<file path="config.mk">
export PLATFORM = sky130hd
export DESIGN_NAME = store_buffer
export DESIGN_NICKNAME = d
export VERILOG_FILES = /design/src/rtl/store_buffer.sv
export SDC_FILE = /design/constraint.sdc
export NUM_CORES = 1
export LEC_CHECK = 0
export CAP_MARGIN = 20
export CELL_PAD_IN_SITES_DETAIL_PLACEMENT = 1
export CELL_PAD_IN_SITES_GLOBAL_PLACEMENT = 1
export CORE_UTILIZATION = 25
export DETAILED_ROUTE_END_ITERATION = 12
export DONT_BUFFER_PORTS = 1
export PLACE_DENSITY_LB_ADDON = 0.1
export SYNTH_ARGS = -nofsm -noshare
export SYNTH_HDL_FRONTEND = slang
export SYNTH_SLANG_ARGS = --single-unit
</file>
<file path="constraint.sdc">
create_clock -name clk -period 8.8 [get_ports clk]
set_clock_uncertainty 0.1 [all_clocks]
set_input_delay 1.76 -clock clk [delete_from_list [all_inputs] [get_ports clk]]
set_output_delay 1.76 -clock clk [all_outputs]
set_load 0.01 [all_outputs]
</file>
<file path="src/rtl/store_buffer.sv">
// store_buffer: word-addressed write buffer between MEM stage and data memory; optional forwarding via STORE_BUFFER_FORWARD_EN
//   st_valid/st_ready/st_addr/st_data : store enqueue handshake from the pipeline
//   ld_req/ld_addr/ld_data/ld_hit/ld_stall : zero-latency load path with pending-store check
//   mem_write/mem_read/mem_addr/mem_wdata/mem_rdata : shared single-port memory interface
//   count/empty/full : occupancy status
module store_buffer #(
  parameter int DEPTH  = 4,
  parameter int DATA_W = 32,
  parameter int ADDR_W = 32
) (
  input  logic                       clk,
  input  logic                       rst_n,
  input  logic                       st_valid,
  output logic                       st_ready,
  input  logic [ADDR_W-1:0]          st_addr,
  input  logic [DATA_W-1:0]          st_data,
  input  logic                       ld_req,
  input  logic [ADDR_W-1:0]          ld_addr,
  output logic [DATA_W-1:0]          ld_data,
  output logic                       ld_hit,
  output logic                       ld_stall,
  output logic                       mem_write,
  output logic                       mem_read,
  output logic [ADDR_W-1:0]          mem_addr,
  output logic [DATA_W-1:0]          mem_wdata,
  input  logic [DATA_W-1:0]          mem_rdata,
  output logic [$clog2(DEPTH):0]     count,
  output logic                       empty,
  output logic                       full
);
  localparam int PW = $clog2(DEPTH);
  localparam int CW = PW + 1;
  localparam int WA = ADDR_W - 2;
  logic [WA-1:0]     e_addr [DEPTH];
  logic [DATA_W-1:0] e_data [DEPTH];
  logic [PW-1:0]     head, tail, idx;
  logic              match, enq;
  logic [DATA_W-1:0] fwd;
  logic              unused_lo;
  assign unused_lo = ^st_addr[1:0];
  // scan oldest to youngest so the last match seen is the youngest
  always_comb begin
    match = 1'b0;
    fwd   = '0;
    idx   = head;
    for (int k = 0; k < DEPTH; k++) begin
      idx = head + PW'(k);
      if (CW'(k) < count && e_addr[idx] == ld_addr[ADDR_W-1:2]) begin
        match = 1'b1;
        fwd   = e_data[idx];
      end
    end
  end
`ifdef STORE_BUFFER_FORWARD_EN
  assign ld_hit   = ld_req & match;
  assign ld_stall = 1'b0;
`else
  assign ld_hit   = 1'b0;
  assign ld_stall = ld_req & match;
`endif
  assign empty     = count == '0;
  assign full      = count == CW'(DEPTH);
  assign st_ready  = ~full;
  assign mem_read  = ld_req & ~ld_hit & ~ld_stall;
  assign mem_write = ~mem_read & ~empty;
  assign mem_addr  = mem_read ? ld_addr : {e_addr[head], 2'b00};
  assign mem_wdata = e_data[head];
  assign ld_data   = ld_hit ? fwd : mem_read ? mem_rdata : '0;
  assign enq       = st_valid & ~full;
  always_ff @(posedge clk or negedge rst_n) begin
    if (!rst_n) begin
      head  <= '0;
      tail  <= '0;
      count <= '0;
      for (int i = 0; i < DEPTH; i++) begin
        e_addr[i] <= '0;
        e_data[i] <= '0;
      end
    end else begin
      if (enq) begin
        e_addr[tail] <= st_addr[ADDR_W-1:2];
        e_data[tail] <= st_data;
        tail         <= tail + 1'b1;
      end
      if (mem_write) head <= head + 1'b1;
      count <= count + CW'(enq) - CW'(mem_write);
    end
  end
endmodule
</file>
After elaboration in Yosys (flattened, before gate mapping)
Cells that the tools add are included.

Logic and storage cells: 78. Flip-flop bits (word level): 255. Input port bits: 132. Output and inout port bits: 106.

Bitwise gates (word level): 13. Equal/unequal tests: 5. Order comparisons: 10. Multiplexer cells: 27. Reduce and logical (&&, ||, !) cells: 6. Add/sub/neg operators: 6.

Operator list (count): $mux 30 (9); $bmux 30 s2 (4); $mux 32 (5); $bwmux 128 (1); $bwmux 120 (1); $eq 30x30->1 (4); $bmux 32 s2 (1); $demux 32 s2 (1); $demux 30 s2 (1); $ge 3x3->1 const B (5); $not 2->3 (5); $lt 1x3->1 const A (2); $lt 2x3->1 const A (2); $logic_and 1x1->1 (5); $add 2x1->2 const B (2); $add 2x2->2 const B (2); $and 1x1->1 (4); $mux 1 (4); $not 1->1 (4); $add 3x1->3 (1); $eq 3x3->1 const B (1); $logic_not 3->1 (1); $lt 3x1->1 const B (1); $sub 3x1->3 (1).

Logic depth before layout (Yosys ltp)
Gate-level depths: netlist (run 1).

Word-level depth: 16. Mapped depth: 18.

Worst setup path before layout (run 1)
Ideal clock, no wire load.

Kind: input to output. From: input port ld_addr[21]. To: output port mem_addr[17]. Path buffers: 3. Slack: 3.011 ns. Stages: 10. Data arrival time: 3.929 ns. Required time: 6.940 ns. Cell sequence: buf_1 > xnor2_1 > nor4b_2 > o221ai_1 > or4_1 > o22ai_2 > nor3_1 > buf_6 > buf_6 > mux2_4.

Cells in the longest elaborated chain, start to end: 10.

Ends and longest elaborated chain: start: declaration (line 18) `input logic [ADDR_W-1:0] ld_addr,`; $eq 30x30->1 (line 48) `if (CW'(k) < count && e_addr[idx] == ld_addr[ADDR_W-1:2]) begin`; $logic_and 1x1->1 (line 48); $mux 1 (3 in series) (line 48); $mux 1 (*) (line 48); $and 1x1->1 (*) (line 59) `assign ld_stall = ld_req & match;`; $not 1->1 (*) (line 64) `assign mem_read = ld_req & ~ld_hit & ~ld_stall;`; $and 1x1->1 (*) (line 64); $mux 32 (*) (line 66) `assign mem_addr = mem_read ? ld_addr : {e_addr[head], 2'b00};`; end: declaration (line 24) `output logic [ADDR_W-1:0] mem_addr,`.

Every way passes the cells marked *; elsewhere a longest branch is shown, timed or not.

Final worst setup path (run 1)
From: register head[0]. To: output port mem_addr[25].

Cells in the longest elaborated chain, start to end: 14.

Ends and longest elaborated chain: start: declaration (line 36) `logic [PW-1:0] head, tail, idx;`; start signal: assignment (line 85) `if (mem_write) head <= head + 1'b1;`; $add 2x1->2 or $not 2->3 (tied branches) (line 47, 48, 66); $not 2->3 or $bmux 30 s2 (tied branches); $bmux 30 s2 or $mux 30 (tied branches) (line 48, 66); $mux 30 (on tied branches) (line 48, 66); $mux 30 (not written as such) or $eq 30x30->1 (tied branches) (line 48); $eq 30x30->1 or $logic_and 1x1->1 (tied branches) (line 48); $logic_and 1x1->1 or $mux 1 (tied branches) (line 48); $mux 1 (3 in series) (line 48); $and 1x1->1 (line 59); $not 1->1 (line 64); $and 1x1->1 (line 64); $mux 32 (*) (line 66).

Every way passes the cells marked *; elsewhere a longest branch is shown, timed or not. The select of a mux whose other input is x is not followed.

==> results.sh, run 1 <==
export IMPL_hold_slack_ps=396.1
export IMPL_status="finished, final reports clean"
export IMPL_die_h_um=252.9
export IMPL_gp_congestion=0.8459
export IMPL_grt_pass1_wl_mm=77.61
export IMPL_worstPathArrival_ps=5320
export IMPL_dp_hpwl_mm=36.81
export IMPL_grt_pass1_vias=10630
export IMPL_antenna_left=0
export IMPL_slew_viol_final=0
export IMPL_numClockSinks=255
export IMPL_grt_setup_unrepaired="false"
export IMPL_async_flop_share=1.000
export IMPL_clkLatencyLatePin_ps=550
export IMPL_routedWlPerCell_um=26.50
export IMPL_antenna_found_initial=0
export IMPL_drt_initial_drc_count=400
export IMPL_hold_buffers=0
export IMPL_grt_max_degree=256
export IMPL_ys_flop_type="dfrtp_1"
export IMPL_die_w_um=252.9
export IMPL_drv_cap=0
export IMPL_cts_root_buffer="clkbuf_16"
export IMPL_cp_num_buf_inv=3
export IMPL_slowest_delay_ps=950
export IMPL_ys_seq_elements=255
export IMPL_wirelength_mm=52.65
export IMPL_relSlewSlack=0.3860
export IMPL_coreArea_um2=61940
export IMPL_min_from="e_data[51]"
export IMPL_routed_top_layer="met4"
export IMPL_ir_worst_vdd_mv=0.1997
export IMPL_synth_distinct_cells=54
export IMPL_cts_resized=0
export IMPL_setup_viol_count_final=0
export IMPL_avgSynthCellArea_um2=13.37
export IMPL_finalCriticalPeriod_ps=7177
export IMPL_endpoint_kind="output port"
export IMPL_cts_made_buffers=36
export IMPL_die_area_um2=63950
export IMPL_path_cells="clkinv_1, buf_4, mux2i_1, nor2b_1, a2111oi_0, nand4_1, o22ai_2, nor3_2, buf_4, mux2i_1"
export IMPL_io_pins=238
export IMPL_htreeDepth=2
export IMPL_vias=9890
export IMPL_reg2reg_to="count[2]"
export IMPL_num_antenna_cells=0
export IMPL_grt_total_usage=0.1670
export IMPL_drc=0
export IMPL_finalSetupTns_ps=0
export IMPL_dr_wl_met2_mm=25.20
export IMPL_ys_seq_area_frac=0.4055
export IMPL_clkTransAtPathRegs_ps=50
export IMPL_rrSetupSlack_ps=3280
export IMPL_cp_top_family="buffers and inverters"
export IMPL_final_nets=1270
export IMPL_rr_startpoint="head[0]"
export IMPL_synth_enable_flop_cells=0
export IMPL_rows=91
export IMPL_overflow=0
export IMPL_synth_warnings=0
export IMPL_cellPowerDensity_nw_per_um2=452.3
export IMPL_wl_met1_mm=23.34
export IMPL_leakage_uw=0.006990
export IMPL_cp_slowest_cell="clkinv_1"
export IMPL_crit_type="reg -> out"
export IMPL_layout_commonest_cell="mux2_2"
export IMPL_layout_worst_path_cycle_share=0.8156
export IMPL_dr_wl_met3_mm=2.969
export IMPL_worst_pin_slew_ps=915.3
export IMPL_cts_buffer_depth=3
export IMPL_layout_common_cells="275 x mux2_2, 253 x dfrtp_1, 101 x mux2i_1, 95 x mux4_2, 84 x xnor2_1"
export IMPL_critPathRequiredTime_ps=6940
export IMPL_dr_pass1_iters=4
export IMPL_hold_depth=1
export IMPL_start_util=0.2541
export IMPL_syn_to_final_growth_pct=11.91
export IMPL_synth_nets=1318
export IMPL_crit_path_max_fanout=30
export IMPL_portBuffers=0
export IMPL_final_hold_viol_count=0
export IMPL_drive_above_1_share=0.3991
export IMPL_cts_setup_buffers=0
export IMPL_hold_end="e_data[51]"
export IMPL_hold_class="reg -> reg"
export IMPL_crit_path_start_kind="flip-flop"
export IMPL_synthCells=1177
export IMPL_routed_via_density=4.977
export IMPL_syn_area_um2=15740
export IMPL_timing_fmax_mhz=139.3
export IMPL_ff2ff_path_depth=15
export IMPL_cts_tree="yes"
[metrics by stage]
step | util | area (µm²) | std cells | total power (µW) | setup WS, ps
4_1_cts | 0.2843 | 17610 | 1987 | 8139 | 1305
3_3_place_gp | 0.2651 | 16420 | 1928 | 6557 | 2006
6_report | 0.2843 | 17610 | 1987 | 7966 | 1623
5_1_grt | 0.2843 | 17610 | 1987 | 8505 | 1177
3_5_place_dp | 0.2651 | 16420 | 1928 | 6601 | 1953
2_1_floorplan | - | 15740 | 1177 | 5380 | 3011
[worst max-delay path by stage]
| stage | startpoint | endpoint | slack (ps) | cells after the start |
|---|---|---|---|---|
| 5_1_grt | head[0] | mem_addr[31] | 1180 | 10 |
| 3_5_place_dp | head[0] | mem_addr[31] | 1950 | 10 |
| 4_1_cts | head[0] | mem_addr[31] | 1300 | 10 |
| 2_1_floorplan | ld_addr[21] | mem_addr[17] | 3010 | 10 |
| 3_3_place_gp | head[0] | mem_addr[31] | 2010 | 10 |
| 6_report | head[0] | mem_addr[25] | 1620 | 10 |
[per-layer routing]
metal	GRT usage	vias up
met5	0	-
met4	0.04589	0
met1	0.2233	5314
met3	0.03845	55
li1	-	4307
met2	0.2690	214
[cell families after synthesis]
family | after synthesis | synth area share
AOI/OAI and AO/OA | 78 | 0.03721
xor gates and xnor gates | 102 | 0.05677
adders and majority gates | 9 | 0.007633
buffers and inverters | 124 | 0.03944
DFF | 255 | 0.4055
muxes | 483 | 0.4084
other | 1 | 0.0002383
and+or+nand+nor | 125 | 0.04476
[registers in the layout (all words and copies together), names as in the netlist]
name / flops
head: 2
count: 3
e_data: 128
e_addr: 120
tail: 2
[worst reg2reg max path, cell delays in order, from the launching register on]
cell and delay (ps):
dfrtp_4 870, clkinv_1 950, buf_4 540, mux2i_1 230
nor2b_1 190, a2111oi_0 480, nand4_1 240, o22ai_2 400
o31ai_1 190, inv_1 190, ha_1 260, inv_1 50
ha_1 130, inv_1 50, fa_1 380, xor2_1 170
[cell type report]
type	instances	area (µm²)
flip-flops and latches	255	6389
multi-input cells	798	8770
repair buffers	12	115.1
clock inverters	12	200.2
fillers	6658	44330
clock buffers	47	992.2
inverters	26	97.59
well taps	837	1047
[power by group]
| part | leakage, µW | internal [µW] | switching, µW |
|---|---|---|---|
| Clock | 0.000583 | 889 | 578 |
| Sequential | 0.00302 | 1790 | 572 |
| Combinational | 0.00338 | 2060 | 2080 |
[synth_stat cells (2+ instances only)]
cell type  number  area [µm²]
mux2_2        275        3097
dfrtp_1       255        6381
mux2i_1       101        1011
mux4_2         95        2140
xnor2_1        84       735.7
clkbuf_1       49       183.9
and2_1         36       225.2
inv_1          25       93.84
nand2_1        22       82.58
xor2_1         18       157.7
buf_2          16       80.08
nand4_1        15       93.84
buf_6          13       146.4
mux2_4         12       180.2
nor2_1         12       45.04
nand3_1        11       55.05
buf_1          10       37.54
buf_4          10       75.07
o21ai_0        10       50.05
a21oi_1         8       40.04
ha_1            8       100.1
o22ai_1         8       50.05
nor4_1          7       43.79
o2111ai_1       7       61.31
a221oi_1        6       52.55
a22oi_1         6       45.04
a2bb2oi_1       6       52.55
o221ai_1        6       52.55
nor3_1          5       25.02
o2bb2ai_1       4       35.03
or3_1           4       25.02
a2111oi_0       3       26.28
o31ai_1         3       22.52
a31oi_1         2       12.51
a32o_1          2       20.02
nand2b_1        2       12.51
or2_2           2       12.51
or4_1           2       15.01
or4bb_1         2       22.52
Note: power is estimated with default switching activity, not from simulation.
==> run 2: changes to the inputs <==
clock period = 6.81 ns   (was 8.8 ns; I/O delays follow)
==> run 2 against run 1 <==
  * First-iteration DRC count increased by 8.0%
  * Power increased by 31%
  * Die area unchanged
  * Design area increased by 1.3%
  * Sequential cell count unchanged
  * Global-route usage increased by 0.15 points
  * Critical path depth increased by 1
  * Largest cell class unchanged
==> results.sh, run 2 (synthesis gave the netlist of run 1 again) <==
export IMPL_routed_via_density=4.944
export IMPL_multi_input_area_um2=8770
export IMPL_syn_to_final_growth_pct=13.35
export IMPL_numClockSinks=255
export IMPL_drive_above_1_share=0.4110
export IMPL_routedWlPerCell_um=26.34
export IMPL_cp_top_family="simple AND/OR/NAND/NOR gates"
export IMPL_die_area_um2=63950
export IMPL_rows=91
export IMPL_die_w_um=252.9
export IMPL_rrSetupSlack_ps=1830
export IMPL_slew_viol_final=0
export IMPL_grt_total_usage=0.1684
export IMPL_cp_num_buf_inv=3
export IMPL_hold_class="reg -> reg"
export IMPL_cts_tree="yes"
export IMPL_cts_root_buffer="clkbuf_16"
export IMPL_dr_pass1_iters=5
export IMPL_final_nets=1296
export IMPL_final_seq_area_um2=6389
export IMPL_fillers=6712
export IMPL_crit_path_start_kind="flip-flop"
export IMPL_drt_initial_drc_count=432
export IMPL_cts_setup_buffers=0
export IMPL_slowest_delay_ps=900
export IMPL_min_from="e_data[57]"
export IMPL_start_util=0.2541
export IMPL_cellPowerDensity_nw_per_um2=586.5
export IMPL_grt_pass1_wl_mm=78.33
export IMPL_final_hold_viol_count=0
export IMPL_leakage_uw=0.007125
export IMPL_layout_common_cells="275 x mux2_2, 253 x dfrtp_1, 101 x mux2i_1, 95 x mux4_2, 84 x xnor2_1"
export IMPL_largest_reg_flops=128
export IMPL_placed_cells=1955
export IMPL_worstPathArrival_ps=4980
export IMPL_finalCriticalPeriod_ps=6443
export IMPL_hold_end="e_data[57]"
export IMPL_overflow=0
export IMPL_antenna_left=0
export IMPL_htreeDepth=2
export IMPL_gp_congestion=0.8085
export IMPL_antenna_found_initial=0
export IMPL_ff2ff_path_depth=15
export IMPL_crit_path_max_fanout=41
export IMPL_critPathRequiredTime_ps=5350
export IMPL_regMostFlops="e_data"
export IMPL_hold_depth=1
export IMPL_drc=0
export IMPL_clkTransAtPathRegs_ps=60
export IMPL_portBuffers=0
export IMPL_path_cells="buf_4, mux4_2, xnor2_1, nand4_1, nor4_1, nand3_1, o22ai_2, nor3_2, buf_4, mux2i_1, buf_4"
export IMPL_ir_worst_vdd_mv=0.1846
export IMPL_cts_buffer_depth=3
export IMPL_clkLatencyLatePin_ps=570
export IMPL_cts_resized=0
export IMPL_dp_hpwl_mm=37.88
export IMPL_worst_pin_slew_ps=1003
export IMPL_layout_worst_path_cycle_share=0.9461
export IMPL_setup_viol_count_final=0
export IMPL_io_pins=238
export IMPL_vias=9972
export IMPL_num_antenna_cells=0
export IMPL_fin_util=0.2880
export IMPL_status="finished, final reports clean"
export IMPL_endpoint_kind="output port"
export IMPL_timing_fmax_mhz=155.2
export IMPL_cp_slowest_cell="dfrtp_4"
export IMPL_crit_type="reg -> out"
export IMPL_total_power_uw=10460
export IMPL_grt_max_degree=256
export IMPL_hold_buffers=0
export IMPL_layout_commonest_cell="mux2_2"
export IMPL_final_cells=2017
export IMPL_die_h_um=252.9
export IMPL_reg2reg_to="count[2]"
export IMPL_path_common_cell="buf_4"
export IMPL_largestRegisters="e_data (128), e_addr (120), count (3)"
export IMPL_finalSetupTns_ps=0
export IMPL_relSlewSlack=0.3314
export IMPL_hold_slack_ps=397.8
export IMPL_rr_startpoint="head[0]"
export IMPL_coreArea_um2=61940
export IMPL_wirelength_mm=53.13
export IMPL_drv_cap=0
export IMPL_grt_pass1_vias=10779
export IMPL_grt_setup_unrepaired="false"
export IMPL_cts_made_buffers=35
==> run 2: how the worst max path moves through the flow <==
stage / start / endpoint / slack (ps) / cells past startpoint
2_1_floorplan: ld_addr[21] / mem_addr[17] / 1820 / 10
3_3_place_gp: head[0] / mem_addr[25] / 970 / 11
3_5_place_dp: head[0] / mem_addr[25] / 900 / 11
4_1_cts: head[0] / mem_addr[25] / 260 / 11
5_1_grt: head[0] / mem_addr[25] / 110 / 11
6_report: head[0] / mem_addr[25] / 370 / 11
==> run 2: cell type report <==
cell class	count	share of cell area
multi-input combinational	798	0.4917
sequential	255	0.3582
tap	837	0.05871
clock buffer	51	0.05584
timing repair buffer	39	0.01922
clock inverter	11	0.01094
inverter	26	0.005471
==> run 2: routing by layer <==
metal,global-route usage,share of wire,vias up
li1,-,-,4354
met1,0.2209,0.44,5339
met2,0.2745,0.48,217
met3,0.04215,0.060,62
met4,0.04519,0.022,0
met5,0,0,-
==> run 2: per-stage QoR <==
stage          area (µm²)  setup WS, ps
5_1_grt             17840         114.1
6_report            17840         367.4
2_1_floorplan       15740          1817
4_1_cts             17840         259.1
3_5_place_dp        16650         902.1
3_3_place_gp        16650         971.0
==> run 2: power by group <==
group	total, µW	internal (µW)	switching, µW
registers	3060	2310	749
clock network	1890	1140	751
logic	5510	2780	2730
total	10500	6230	4230
==> run 2: worst reg2reg max path, cell delays in order, from the launching register on <==
cell and delay, ps:
dfrtp_4 900, buf_4 450, mux4_2 620, xnor2_1 280, nand4_1 130, nor4_1 450, nand3_1 160, o22ai_2 390
o31ai_1 180, inv_1 170, ha_1 250, inv_1 50, ha_1 130, inv_1 50, fa_1 370, xor2_1 170
